--- src/rtl/usb_tx_sequencer_pkg.sv ---
// Shared types for the USB transmit sequencer: FSM state encoding,
// PID classes, the SYNC byte and the PID type decoder.
package usb_tx_pkg;

  typedef enum logic [3:0] {
    S_IDLE,
    S_SYNC,
    S_PID,
    S_ND0,
    S_ND1,
    S_DATA,
    S_CRC_LO,
    S_CRC_HI,
    S_EOP,
    S_DROP
  } tx_state_e;

  typedef enum logic [1:0] {
    PID_TOKEN,
    PID_DATA,
    PID_HAND,
    PID_SPECIAL
  } pid_type_e;

  localparam logic [7:0] SYNC_BYTE = 8'h80;

  // PID class is carried in the two low bits of the type nibble
  function automatic pid_type_e pid_type(input logic [7:0] pid);
    pid_type_e t;
    casez (pid)
      8'b??????01: t = PID_TOKEN;
      8'b??????11: t = PID_DATA;
      8'b??????10: t = PID_HAND;
      default:     t = PID_SPECIAL;
    endcase
    return t;
  endfunction

endpackage

--- src/rtl/usb_tx_sequencer_byte_slot_timer.sv ---
// Byte slot timer: free-running 0..BYTE_GAP-1 counter marking the first
// and last clock of each byte slot. clear restarts the slot at count 0.
module byte_slot_timer #(
  parameter int BYTE_GAP = 16
) (
  input  logic clk,
  input  logic n_rst,
  input  logic clear,
  output logic slot_start,
  output logic slot_end
);

  localparam int CNT_W = $clog2(BYTE_GAP);
  localparam logic [CNT_W-1:0] LAST = CNT_W'(BYTE_GAP - 1);

  logic [CNT_W-1:0] count_q, count_d;

  // next count: wrap at the last clock of the slot or on clear
  always_comb begin
    count_d = count_q + CNT_W'(1);
    if (clear || (count_q == LAST)) count_d = '0;
  end

  // slot counter register
  always_ff @(posedge clk or negedge n_rst) begin
    if (!n_rst) count_q <= '0;
    else        count_q <= count_d;
  end

  assign slot_start = (count_q == '0);
  assign slot_end   = (count_q == LAST);

endmodule

--- src/rtl/usb_tx_sequencer.sv ---
// USB transmit sequencer: emits SYNC, PID, body (token/SOF bytes or data
// payload plus CRC) and EOP byte slots to the bit encoder, popping the
// source FIFOs as each byte completes.
// Optional macro USB_TX_PID_CHECK_EN: reject PIDs whose check nibble is
// not the complement of the type nibble (error pulse, PID dropped).
//
// state    | meaning
// ---------+-----------------------------------------------------------
// S_IDLE   | line idle (EOP), waiting for tx_start with a PID queued
// S_SYNC   | SYNC byte slot; PID latched at slot start
// S_PID    | PID byte slot; payload length latched/clamped for data
// S_ND0/1  | two token/SOF body bytes from the non-data FIFO
// S_DATA   | payload bytes, payload_len of them
// S_CRC_LO | data CRC low byte
// S_CRC_HI | data CRC high byte
// S_EOP    | one EOP slot; PID popped on its last clock
// S_DROP   | rejected PID is popped, then back to idle
module usb_tx_sequencer
  import usb_tx_pkg::*;
#(
  parameter int BYTE_GAP    = 16,
  parameter int MAX_PAYLOAD = 64,
  parameter int LEN_W       = $clog2(MAX_PAYLOAD + 1)
) (
  input  logic             clk,
  input  logic             n_rst,
  input  logic             tx_start,
  input  logic             pid_empty,
  input  logic [7:0]       pid_read,
  input  logic             nd_empty,
  input  logic [7:0]       nd_read,
  input  logic             data_empty,
  input  logic [7:0]       data_read,
  input  logic [7:0]       dcrc_read,
  input  logic [LEN_W-1:0] payload_len,
  output logic [7:0]       write,
  output logic             write_enable,
  output logic             pid_enable,
  output logic             nd_enable,
  output logic             data_enable,
  output logic             dcrc_enable,
  output logic             eop_enable,
  output logic             busy,
  output logic             tx_error
);

  localparam logic [LEN_W-1:0] MAX_LEN = LEN_W'(MAX_PAYLOAD);

  tx_state_e        state_q, state_d;
  logic [7:0]       pid_q, pid_d;
  logic [7:0]       write_q, write_d;
  logic [7:0]       byte_sel;
  logic [LEN_W-1:0] len_q, len_d;
  logic [LEN_W-1:0] cnt_q, cnt_d;
  logic             len_over;
  logic             slot_start, slot_end;
  logic             timer_clr;

  byte_slot_timer #(
    .BYTE_GAP (BYTE_GAP)
  ) u_timer (
    .clk        (clk),
    .n_rst      (n_rst),
    .clear      (timer_clr),
    .slot_start (slot_start),
    .slot_end   (slot_end)
  );

  assign len_over = (payload_len > MAX_LEN);

  // next-state, byte selection and strobes
  always_comb begin
    state_d      = state_q;
    pid_d        = pid_q;
    len_d        = len_q;
    cnt_d        = cnt_q;
    byte_sel     = 8'h00;
    write_enable = 1'b0;
    pid_enable   = 1'b0;
    nd_enable    = 1'b0;
    data_enable  = 1'b0;
    dcrc_enable  = 1'b0;
    eop_enable   = 1'b0;
    busy         = 1'b1;
    tx_error     = 1'b0;
    timer_clr    = 1'b0;

    case (state_q)
      S_IDLE: begin
        eop_enable = 1'b1;
        busy       = 1'b0;
        timer_clr  = 1'b1;
        if (tx_start && !pid_empty) state_d = S_SYNC;
      end

      S_SYNC: begin
        if (slot_start) begin
          // Back-to-back entry decides on the pre-pop flag; the post-pop
          // flag is checked here so an emptied FIFO aborts cleanly.
          if (pid_empty) begin
            state_d   = S_IDLE;
            timer_clr = 1'b1;
          end
`ifdef USB_TX_PID_CHECK_EN
          else if (pid_read[7:4] != ~pid_read[3:0]) begin
            tx_error  = 1'b1;
            state_d   = S_DROP;
            timer_clr = 1'b1;
          end
`endif
          else begin
            write_enable = 1'b1;
            byte_sel     = SYNC_BYTE;
            pid_d        = pid_read;
          end
        end else if (slot_end) begin
          state_d = S_PID;
        end
      end

      S_PID: begin
        if (slot_start) begin
          write_enable = 1'b1;
          byte_sel     = pid_q;
          cnt_d        = '0;
          if (pid_type(pid_q) == PID_DATA) begin
            len_d    = len_over ? MAX_LEN : payload_len;
            tx_error = len_over;
          end
        end else if (slot_end) begin
          case (pid_type(pid_q))
            PID_DATA: state_d = (len_q == '0) ? S_CRC_LO : S_DATA;
            PID_HAND: state_d = S_EOP;
            default:  state_d = S_ND0;
          endcase
        end
      end

      S_ND0, S_ND1: begin
        if (slot_start) begin
          if (nd_empty) begin
            tx_error  = 1'b1;
            state_d   = S_EOP;
            timer_clr = 1'b1;
          end else begin
            write_enable = 1'b1;
            byte_sel     = nd_read;
          end
        end else if (slot_end) begin
          nd_enable = 1'b1;
          state_d   = (state_q == S_ND0) ? S_ND1 : S_EOP;
        end
      end

      S_DATA: begin
        if (slot_start) begin
          if (data_empty) begin
            tx_error  = 1'b1;
            state_d   = S_EOP;
            timer_clr = 1'b1;
          end else begin
            write_enable = 1'b1;
            byte_sel     = data_read;
          end
        end else if (slot_end) begin
          data_enable = 1'b1;
          cnt_d       = cnt_q + LEN_W'(1);
          if (cnt_d == len_q) state_d = S_CRC_LO;
        end
      end

      S_CRC_LO, S_CRC_HI: begin
        if (slot_start) begin
          write_enable = 1'b1;
          byte_sel     = dcrc_read;
        end else if (slot_end) begin
          dcrc_enable = 1'b1;
          state_d     = (state_q == S_CRC_LO) ? S_CRC_HI : S_EOP;
        end
      end

      S_EOP: begin
        eop_enable = 1'b1;
        if (slot_end) begin
          pid_enable = 1'b1;
          state_d    = (tx_start && !pid_empty) ? S_SYNC : S_IDLE;
        end
      end

      S_DROP: begin
        eop_enable = 1'b1;
        busy       = 1'b0;
        pid_enable = 1'b1;
        timer_clr  = 1'b1;
        state_d    = S_IDLE;
      end

      default: begin
        state_d   = S_IDLE;
        timer_clr = 1'b1;
      end
    endcase
  end

  // the encoder byte is held between loads so it stays stable mid-slot
  always_comb begin
    write_d = write_enable ? byte_sel : write_q;
    write   = write_d;
  end

  // state, latched PID, length and byte counter registers
  always_ff @(posedge clk or negedge n_rst) begin
    if (!n_rst) begin
      state_q <= S_IDLE;
      pid_q   <= 8'h00;
      len_q   <= '0;
      cnt_q   <= '0;
      write_q <= 8'h00;
    end else begin
      state_q <= state_d;
      pid_q   <= pid_d;
      len_q   <= len_d;
      cnt_q   <= cnt_d;
      write_q <= write_d;
    end
  end

endmodule

--- config.mk ---
export PLATFORM = sky130hd
export DESIGN_NAME = usb_tx_sequencer
export DESIGN_NICKNAME = d
export VERILOG_FILES = /design/src/rtl/usb_tx_sequencer_pkg.sv /design/src/rtl/usb_tx_sequencer_byte_slot_timer.sv /design/src/rtl/usb_tx_sequencer.sv
export SDC_FILE = /design/constraint.sdc
export NUM_CORES = 1
export LEC_CHECK = 0
export CAP_MARGIN = 20
export CORE_MARGIN = 4
export CORE_UTILIZATION = 25
export DETAILED_ROUTE_END_ITERATION = 8
export SYNTH_ARGS = -nofsm -noshare
export SYNTH_HDL_FRONTEND = slang
export SYNTH_SLANG_ARGS = --single-unit
export TNS_END_PERCENT = 50
--- constraint.sdc ---
create_clock -name clk -period 4.4 [get_ports clk]
set_input_delay 0.88 -clock clk [delete_from_list [all_inputs] [get_ports clk]]
set_output_delay 0.88 -clock clk [all_outputs]
set_load 0.02 [all_outputs]
# == Yosys cells after proc, flatten, opt, wreduce, memory -nomap -nowiden ==
# Cells that the tools add are included.
# word_totals
register_bits,38
input_bits,45
output_inout_bits,16
elab_cells,130
# op_classes
addsub,2
order_cmp,1
eq_ne,33
muxes,70
n_bitwise,1
reduce_logical,17
# op_table
op,count
4-bit 2-to-1 mux,19
8-bit 2-to-1 mux,9
8-bit case mux with 5 select lines,1
7-bit 2-to-1 mux,4
4-bit case mux with 7 select lines,1
1-bit 2-to-1 mux,23
3-bit != test (second input constant),7
2-bit != test (second input constant),9
4-bit by 3-bit equality test with 1-bit output (second input constant),4
7-bit case mux with 2 select lines,1
13-bit AND reduction,1
4-bit equality test (second input constant),3
2-bit 2-to-1 mux,6
4-bit by 2-bit equality test with 1-bit output (second input constant),2
4-bit logical NOT,2
1-bit case mux with 4 select lines,2
4-bit case mux with 2 select lines,1
7-bit by 1-bit adder with 7-bit output (second input constant),1
7-bit equality test,1
7-bit > comparator (second input constant),1
7-bit logical NOT,1
2-bit by 1-bit equality test with 1-bit output (second input constant),3
2-bit equality test (second input constant),3
2-bit case mux with 3 select lines,1
other kinds (14),18

# == Logic depth before layout (Yosys ltp) ==
# depth
ltp_word,10
ltp_mapped,9
ltp_nobuf,8

# == Cells and area by module ==
# Synthesis repeated with hierarchy kept, for this count alone.
# hier_totals
hier_cells,264
area_unflattened_um2,2357.3
# modules_own_cells
mod,n_inst,cells_per_inst,area_each_um2
usb_tx_sequencer,1,247,2162.1
byte_slot_timer,1,17,195.2

# == Worst setup path before layout ==
# OpenSTA, ideal clock, no wires.
# synth_timing
path_type,reg-to-output
startpoint,register u_timer.count_q[0]
endpoint,output port tx_error
arrival_ns,2.209
required_time_ns,3.520
slack_ns,1.311
stages_incl_launch_ff,8
n_path_buf,1
cell_sequence,dfrtp_1 > inv_1 > ha_1 > or4b_1 > nor3_1 > nand3_1 > clkbuf_1 > o21ai_0
# synth_via
elab_chain_cells,3
# synth_rtl
element,line_no,source
start: declaration,usb_tx_sequencer_byte_slot_timer.sv:16,"logic [CNT_W-1:0] count_q, count_d;"
start signal: assignment,usb_tx_sequencer_byte_slot_timer.sv:27,else count_q <= count_d;
4-bit logical NOT *,usb_tx_sequencer_byte_slot_timer.sv:30,assign slot_start = (count_q == '0);
1-bit 2-to-1 mux (on tied branches),"usb_tx_sequencer.sv:156, usb_tx_sequencer.sv:122, usb_tx_sequencer.sv:140",
1-bit case mux with 3 select lines *,usb_tx_sequencer.sv:88,case (state_q)
end: declaration,usb_tx_sequencer.sv:44,output logic tx_error
# Every way passes the cells marked *; elsewhere a longest branch is shown, timed or not.

# == Worst setup path in the final report ==
# layout_timing
startpoint,input port nd_empty
endpoint,output port write[1]
# layout_via
elab_chain_cells,4
# layout_rtl
element,line_no,source
start: declaration,usb_tx_sequencer.sv:30,"input logic nd_empty,"
8-bit 2-to-1 mux or 1-bit 2-to-1 mux (tied branches),usb_tx_sequencer.sv:141,if (nd_empty) begin
8-bit 2-to-1 mux or 1-bit 2-to-1 mux (tied branches),usb_tx_sequencer.sv:140,if (slot_start) begin
8-bit case mux with 5 select lines or 1-bit case mux with 4 select lines (tied branches),usb_tx_sequencer.sv:88,
8-bit 2-to-1 mux *,usb_tx_sequencer.sv:207,write_d = write_enable ? byte_sel : write_q;
end: declaration,usb_tx_sequencer.sv:36,"output logic [7:0] write,"
# Marks and branches as above.

==> results.yml <==
sta:
  maxClockFrequency_mhz: 247
  fin_ws_ns: 0.352
  grt_setup_unrepaired: "false"
  relSlewSlack: 0.433
  final.min_clock_period_ns: 4.05
  timing_hold_violations_final: 0
  fin_setup_tns_ns: 0
  setup_viol: 0
  drv_slew: 0
  worst_pin_slew_ns: 0.850
  min_period_over_period: 0.920
  skew_ns: 0.00962
clocking:
  cts.path.max_buffers: 2
  cts_inserted_buffers: 5
  cts-resized-gates: 0
  htree_num_levels: 2
  cts_hold_buf: 0
  cts_setup_buffers: 0
  clk_transition_reported_paths_ns: 0.07
  cts_root_buffer: "clkbuf_8"
  clock_sinks: 38
  tritoncts: "yes"
  insertion_delay_ns: 0.29
floorplan:
  row_count: 34
  starting_density: 0.258
  core_area_um2: 8810
  ios: 61
  chipWidth_um: 103
  dieHeight_um: 103
  floorplan.die_area_um2: 10700
routing:
  detail_route.first_pass.iterations: 4
  remaining_drc_errors: 0
  totalWireLength_um: 6020
  vias_per_cell: 5.00
  drtIter0Drc: 71
  vias: 2077
  post_drt_wl_per_cell_um: 14.5
  antenna_left: 0
setup_path:
  worst_ep_arrival_time_ns: 3.17
  critPathLaunchType: "primary input"
  worst-path-max-fanout: 9
  required_time_of_the_worst_setup_path_ns: 3.52
  delay_heaviest_family_cp: "buffers and inverters"
  path_cells: "clkdlybuf4s50_1 -> or4bb_1 -> nand3_1 -> a211o_1 -> a22oi_1 -> nand3_1 -> clkdlybuf4s50_1"
  cp_num_buf_inv: 2
  end_kind: "output port"
  worst_path_max_delay_cell: "clkdlybuf4s50_1"
  critical_path_class: "in2out"
  worst_path_largest_cell_delay_ns: 0.62
power_and_ir_drop:
  vdd.ir_drop.worst_v: 0.000254
  power.static_leakage_nw: 1.28
  p_per_area_nw_per_um2: 528
layout:
  syn2layout_area_growth_pct: 36.5
  finish.cell_count_without_fillers: 415
  fraction_of_final_layout_cells_with_drive_strength_greater_than_1: 0.0977
  layout.filler_cells: 893
  design.final.nets: 354
  seq_area_um2: 951
  multiInputGateArea_um2: 1230
  diodes: 0
placed_design:
  placer_congestion: 0.819
  post-place-ws_ns: 0.341
  placement.io_buffers: 60
  detailedPlacementHpwl_um: 4490
  placed_cells: 407
synth:
  synth_top_cell_by_area: "dfrtp_1"
  ys_ff_latch: 38
  synth.top_cells.by_area: "dfrtp_1, nand2_1, mux2_2, a22oi_1, o21ai_0"
  synth.lib_cells_used.distinct: 54
  netlist_instances: 245
  netlist.area_leader.share: 0.418
  synth_async_sr_flop_share: 1.00
  synth.yosys.seq_area_share: 0.418
  syn_area_um2: 2280
  yosys_warnings: 0
  synth.most_common_cell: "dfrtp_1"
  synthesis.nets: 293
  synth.cells.most_frequent: "dfrtp_1, nand2_1, o21ai_0"
  synth_edf_count: 0
  postSynthAreaPerCell_um2: 9.29
  synth-main-ff-cell: "dfrtp_1"
global_route:
  initial_antenna_violation_count: 0
  global_route.usage.total: 0.116
  grt_pass1_vias: 2067
  first_pass_grt_wire_length_um: 9840
  grt-ovfl-total: 0
  grt_max_degree: 39
worst_hold_path:
  min_path_type: "reg2reg"
status:
  status: "completed"
job:
  cap_violations: 0
[final timing paths]
path | from | end | slack (ns) | cells after the start
worst max-delay path | nd_empty | write[1] | 0.35 | 7
worst min-delay path | u_timer.count_q[0] | u_timer.count_q[0] | 0.49 | 1
worst max register to register | state_q[0] | state_q[0] | 1.99 | 6
worst min register to register | u_timer.count_q[0] | u_timer.count_q[0] | 0.49 | 1
max in group asynchronous | n_rst | cnt_q[1] | 3.17 | 1
min in group asynchronous | n_rst | write_q[6] | 0.70 | 1
[routing by layer]
metal / wire length [um] / global-route usage / vias up / share of wire
met5: 0 / 0 / - / 0
met4: 42 / 0.0329 / 0 / 0.0070
met3: 341 / 0.0342 / 5 / 0.057
met2: 2810 / 0.182 / 54 / 0.47
met1: 2820 / 0.155 / 994 / 0.47
li1: - / - / 1024 / -
[flip-flops by register name (all words and copies together), names as in the netlist]
name and cells:
state_q 4, cnt_q 7, write_q 8, pid_q 8, len_q 7, u_timer.count_q 4
[layout by cell type (no fill, tap or decap), types with 4 or more instances in the layout]
master           count
clkbuf_8             5
a22oi_1             13
nor2_1              14
clkdlybuf4s50_1     59
dfrtp_1             38
nor3_1               7
nor2b_1              4
o21ai_0             18
o31ai_1              4
a21oi_1              4
nand2b_1            10
mux2_2               9
xor2_1               5
buf_4                6
nand3_1             15
inv_1               10
nand2_1             29
[kinds of logic after synthesis]
family / after synthesis / synth area share
multiplexers: 13 / 0.0665
XOR/XNOR: 8 / 0.0308
flip-flops: 38 / 0.418
AO/OA/AOI/OAI: 63 / 0.201
adder cells (fa/ha/maj): 3 / 0.0165
buffers and inverters: 22 / 0.0407
AND/OR/NAND/NOR: 98 / 0.227
[power breakdown]
part	switching, mW	internal (mW)	leakage, nW
registers	0.124	0.463	0.478
clock network	0.126	0.169	0.0514
logic	0.383	0.376	0.752
[through the flow]
step	power [mW]	instance area, um^2	utilization	hold WS [ns]
2_1_floorplan	1.07	2280	-	0.451
3_3_place_gp	1.34	3000	0.340	0.477
3_5_place_dp	1.35	3000	0.340	0.475
4_1_cts	1.66	3110	0.353	0.492
5_1_grt	1.77	3110	0.353	0.516
6_report	1.64	3110	0.353	0.490
[cell type report]
| cell class | instances | share of cell area |
|---|---|---|
| multi-input combinational | 185 | 0.397 |
| sequential | 38 | 0.306 |
| timing repair buffer | 66 | 0.206 |
| tap | 108 | 0.0435 |
| clock buffer | 6 | 0.0234 |
| clock inverter | 2 | 0.0121 |
| inverter | 10 | 0.0121 |
Note: power is estimated with default switching activity, not from simulation.
